**config.mk**
```make
export PLATFORM = sky130hd
export DESIGN_NAME = instr_fetch_unit
export DESIGN_NICKNAME = d
export VERILOG_FILES = /design/src/rtl/ifu_pkg.sv /design/src/rtl/ifu_pc_reg.sv /design/src/rtl/instr_fetch_unit.sv
export SDC_FILE = /design/constraint.sdc
export NUM_CORES = 1
export LEC_CHECK = 0
export CORE_MARGIN = 2
export CORE_UTILIZATION = 41
export DETAILED_ROUTE_END_ITERATION = 10
export GPL_TIMING_DRIVEN = 0
export HOLD_SLACK_MARGIN = 0.02
export PLACE_DENSITY = 0.77
export SLEW_MARGIN = 20
export SYNTH_ARGS = -nofsm -noshare
export SYNTH_HDL_FRONTEND = slang
export SYNTH_SLANG_ARGS = --single-unit
```
**constraint.sdc**
```tcl
create_clock -name clk -period 3.95 [get_ports clk]
set_clock_uncertainty 0.2 [all_clocks]
set_input_delay 1.185 -clock clk [delete_from_list [all_inputs] [get_ports clk]]
set_output_delay 1.185 -clock clk [all_outputs]
set_load 0.01 [all_outputs]
```
**src/rtl/ifu_pkg.sv**
```systemverilog
// Shared types and default parameters for the instruction-fetch unit.
package ifu_pkg;
  localparam int          IFU_ADDR_W   = 32;
  localparam int          IFU_DATA_W   = 32;
  localparam logic [31:0] IFU_RESET_PC = 32'h0000_0000;
  localparam int          IFU_PC_STEP  = 4;

  typedef enum logic [1:0] {RESET_WAIT, FETCH, WAIT_ACK, HOLD} ifu_state_e;
endpackage

```
**src/rtl/ifu_pc_reg.sv**
```systemverilog
// Fetch PC holding register; loads d when load=1, synchronous active-low reset to RESET_PC.
module ifu_pc_reg
  import ifu_pkg::*;
#(
  parameter int                ADDR_W   = IFU_ADDR_W,
  parameter logic [ADDR_W-1:0] RESET_PC = ADDR_W'(IFU_RESET_PC)
) (
  input  logic              clk,
  input  logic              rst_n,
  input  logic              load,
  input  logic [ADDR_W-1:0] d,
  output logic [ADDR_W-1:0] q
);
  always_ff @(posedge clk) begin
    if (!rst_n)    q <= RESET_PC;
    else if (load) q <= d;
  end
endmodule

```
**src/rtl/instr_fetch_unit.sv**
```systemverilog
// Fetch sequencer: next-PC select, req/ack imem read, 1-entry decode buffer; ack->instr_valid 1 cycle.
// Stalls when the buffer is not free or stall_i=1; optional IFU_MISALIGN_CHECK_EN flags misaligned redirects.
module instr_fetch_unit
  import ifu_pkg::*;
#(
  parameter int                ADDR_W   = IFU_ADDR_W,
  parameter int                DATA_W   = IFU_DATA_W,
  parameter logic [ADDR_W-1:0] RESET_PC = ADDR_W'(IFU_RESET_PC),
  parameter int                PC_STEP  = IFU_PC_STEP
) (
  input  logic              clk,
  input  logic              rst_n,
  input  logic              stall_i,
  input  logic              redirect_valid,
  input  logic [ADDR_W-1:0] redirect_pc,
  output logic [ADDR_W-1:0] pc_o,
  output logic              imem_req,
  output logic [ADDR_W-1:0] imem_addr,
  input  logic              imem_ack,
  input  logic [DATA_W-1:0] imem_rdata,
  output logic              instr_valid,
  input  logic              instr_ready,
  output logic [DATA_W-1:0] instr_o,
  output logic [ADDR_W-1:0] instr_pc,
  output logic              misalign_err
);
  ifu_state_e        state, state_nxt;
  logic              buf_free;
  logic              ack_fire;
  logic              pc_load;
  logic [ADDR_W-1:0] pc_nxt;
  logic [ADDR_W-1:0] redirect_aligned;

  assign buf_free         = !instr_valid || instr_ready;
  assign redirect_aligned = redirect_pc & ~ADDR_W'(3);
  assign imem_addr        = pc_o;
  assign ack_fire         = imem_req && imem_ack;

  // A redirect always wins: the coincident ack is dropped and the PC is not stepped.
  assign pc_load = redirect_valid || ack_fire;
  assign pc_nxt  = redirect_valid ? redirect_aligned : pc_o + ADDR_W'(PC_STEP);

  ifu_pc_reg #(
    .ADDR_W   (ADDR_W),
    .RESET_PC (RESET_PC)
  ) u_pc_reg (
    .clk   (clk),
    .rst_n (rst_n),
    .load  (pc_load),
    .d     (pc_nxt),
    .q     (pc_o)
  );

  always_ff @(posedge clk) begin
    if (!rst_n) state <= RESET_WAIT;
    else        state <= state_nxt;
  end

  always_comb begin
    state_nxt = state;
    imem_req  = 1'b0;
    case (state)
      RESET_WAIT: state_nxt = FETCH;
      FETCH: begin
        // A new request only goes out when the buffer can take its data.
        imem_req = buf_free && !stall_i;
        if (imem_req) state_nxt = imem_ack ? (instr_ready ? FETCH : HOLD) : WAIT_ACK;
      end
      WAIT_ACK: begin
        imem_req = 1'b1;
        if (imem_ack) state_nxt = instr_ready ? FETCH : HOLD;
      end
      HOLD: if (buf_free && !stall_i) state_nxt = FETCH;
      default: state_nxt = RESET_WAIT;
    endcase
    if (redirect_valid) state_nxt = stall_i ? HOLD : FETCH;
  end

  always_ff @(posedge clk) begin
    if (!rst_n) begin
      instr_valid <= 1'b0;
      instr_o     <= '0;
      instr_pc    <= '0;
    end else if (redirect_valid) begin
      instr_valid <= 1'b0;
    end else if (ack_fire) begin
      instr_valid <= 1'b1;
      instr_o     <= imem_rdata;
      instr_pc    <= pc_o;
    end else if (instr_ready) begin
      instr_valid <= 1'b0;
    end
  end

`ifdef IFU_MISALIGN_CHECK_EN
  always_ff @(posedge clk) begin
    if (!rst_n)
      misalign_err <= 1'b0;
    else if (redirect_valid && (redirect_pc[1:0] != 2'b00))
      misalign_err <= 1'b1;
  end
`else
  assign misalign_err = 1'b0;
`endif
endmodule

```
==> results.py <==
metrics = {
    "layout": {
        "fillCellCount": 917,
        "layout.cells.non_filler": 897,
        "diodes": 0,
        "final_cell_area_mm2": 0.00664,
        "multiInputGateArea_mm2": 0.00201,
        "nets": 830,
        "drive_gt1_share_pct": 9.33,
        "syn_to_final_growth_pct": 53.6,
        "register_area_mm2": 0.00190,
    },
    "yosys": {
        "yosysWarnings": 0,
        "syn_avg_cell_area_um2": 7.89,
        "syn_area_mm2": 0.00432,
        "synth-seq-cells": 95,
        "synth.area.top_cells": "dfxtp_1 44%, nand2_1 12%, a21oi_1 10%",
        "async_reset_ff_share_pct": 0,
        "synth_edf_count": 0,
        "synth.top_cell.area_share_pct": 44.0,
        "synth_top_area_cell": "dfxtp_1",
        "yosysMostFrequentCell": "nand2_1",
        "synthTopCellsByCount": "140 x nand2_1, 95 x dfxtp_1, 88 x a21oi_1, 39 x buf_4, 34 x clkbuf_1",
        "synth_cell_type_count": 43,
        "yosysSeqAreaShare_pct": 44.0,
        "synth_flop_cell": "dfxtp_1",
        "synthCells": 548,
    },
    "floorplanning": {
        "placementRows": 37,
        "die_height_um": 107,
        "die-area_mm2": 0.0114,
        "start_util_pct": 42.1,
        "io_pins": 201,
        "die_x_um": 107,
        "core_area_mm2": 0.0103,
    },
    "hold_path": {
        "hp-class": "reg -> reg",
    },
    "sta": {
        "max_freq_ghz": 0.256,
        "rsz0062_at_grt": "false",
        "maxSlewViolCount": 0,
        "period_needed_ns": 3.90,
        "whs_ns": 0.257,
        "tightest_slew_ns": 0.675,
        "slew-limit-headroom_pct": 54.8,
        "finalHoldViolCount": 0,
        "period_share_pct": 98.7,
        "setup_ws_ns": 0.0502,
        "setup-violations-final": 0,
    },
    "route": {
        "antenna_left": 0,
        "viasPerCell": 5.03,
        "drtIter0Drc": 256,
        "num_vias": 4509,
        "drc": 0,
        "drt-total-wl_mm": 13.3,
        "firstDrtPassIters": 4,
        "wire_per_inst_um": 14.8,
    },
    "worst_setup_path": {
        "cp-start-kind": "primary input",
        "endpoint_kind": "primary output",
        "cp.buffers_inverters": 5,
        "crit_path_top_delay_cell": "clkdlybuf4s50_1",
        "cp_data_required_time_ns": 2.56,
        "worstPathCellList": "clkdlybuf4s50_1 -> inv_1 -> a31oi_2 -> buf_4 -> clkbuf_8 -> nor2_2 -> clkdlybuf4s15_2",
        "critical_path_arrival_ns": 2.51,
        "cp_top_family": "buffers and inverters",
        "critical-path-max-stage-delay_ns": 0.48,
        "critPathMaxFanout": 10,
        "path_class": "in -> out",
    },
    "pwr": {
        "vdd_drop_max_uv": 199,
        "power_leakage_nw": 2.25,
        "power.density_mw_per_mm2": 306,
    },
    "run_status": {
        "outcome": "complete, no violations",
    },
    "clock_tree": {
        "path_clk_slew_ns": 0.09,
        "cts-buffers-inserted": 9,
        "clkSinkCount": 95,
        "hold_buffers": 0,
        "root_buffer": "clkbuf_8",
        "h-tree-depth": 3,
        "cts_buffer_depth": 2,
        "clk-insertion-delay-late_ns": 0.36,
        "cts_tree": "yes",
    },
    "run": {
        "maxCapViolCount": 0,
    },
    "placement": {
        "place_inst": 880,
        "dp_hpwl_mm": 9.96,
        "dpl_cell_area_mm2": 0.00642,
        "post-place-ws_ns": -1.08,
        "place.gp.congestion": 0.851,
        "portBuffers": 190,
    },
    "grt": {
        "grtUsageTotal_pct": 22.7,
        "antenna_found_initial": 0,
        "grt-ovfl-total": 0,
        "grt_pass1_vias": 4562,
        "grt_max_degree": 17,
        "grt_pass1_wl_mm": 21.1,
    },
}
-- final timing paths --
kind,start,to,slack (ns),cells past startpoint
worst max-delay path,stall_i,imem_req,0.05,7
worst min-delay path,instr_pc[26],instr_pc[26],0.26,2
worst max register to register,state[0],u_pc_reg.q[18],1.13,9
worst min register to register,instr_pc[26],instr_pc[26],0.26,2
-- logic make-up after synthesis --
family | synth area share [%]
other | 0.0868
DFF | 44.0
buffers and inverters | 10.6
xor gates and xnor gates | 5.07
adders and majority gates | 1.16
and+or+nand+nor | 23.2
AOI/OAI and AO/OA | 15.9
-- metrics by stage --
step | total power [mW] | utilization, % | setup TNS, ns
2_1_floorplan | 1.22 | - | 0
6_report | 2.03 | 64.6 | 0
5_1_grt | 2.12 | 64.6 | 0
3_5_place_dp | 1.44 | 62.5 | -1.08
4_1_cts | 2.04 | 64.6 | 0
3_3_place_gp | 1.43 | 62.4 | -15.42
-- layout by cell type (no fill, tap or decap), drive strengths merged, types with 2 or more instances in the layout --
cell type / n
dfxtp: 95
nor4: 15
nor4b: 4
or2: 2
a211oi: 2
xnor2: 25
and3: 2
a21oi: 88
clkdlybuf4s50: 188
a31oi: 5
nor2: 8
nor3: 5
buf: 42
and4: 3
or4: 4
nand4: 8
nand3: 10
conb: 7
nand2: 140
clkinvlp: 3
clkbuf: 45
nor3b: 2
and2: 2
nand2b: 2
nor2b: 2
or3: 2
inv: 8
o21ai: 27
ha: 4
-- what timing repair did --
| action | 4_1_cts | 5_1_grt |
|---|---|---|
| endpoints found under the setup margin | 1 | 0 |
| setup buffers | 1 | 0 |
| resized for setup | 12 | 0 |
-- registers in the layout (all words and copies together) (netlist names) --
register and count:
instr_o 32, instr_pc 30, u_pc_reg.q 30, instr_valid 1, state 2
-- power by group --
group	switching, mW	internal [mW]	leakage [nW]
Combinational	0.164	0.224	1.39
Sequential	0.0521	0.990	0.774
Clock	0.349	0.251	0.0826
Total	0.565	1.46	2.25
-- routing by layer --
layer	part of all wire (%)	track usage (%)
met5	0	0
met4	0.51	5.94
met3	7.8	6.44
met2	50	40.7
met1	42	26.4
-- cell type report --
type,count,share of cell area (%)
well taps,136,2.56
repair buffers,191,28.8
clock inverters,5,0.603
plain buffers,75,6.76
flip-flops and latches,95,28.6
inverters,6,0.339
multi-input cells,378,30.2
clock buffers,11,2.13
-- worst register-to-register path: stages (launching register included) --
cell and delay (ns):
dfxtp_1 0.38, inv_1 0.08, ha_1 0.35, nand2b_1 0.18, buf_6 0.15, or4_1 0.56, buf_4 0.21, nor4_1 0.35
xnor2_1 0.16, a21oi_1 0.08
(Power assumes the default switching activity.)
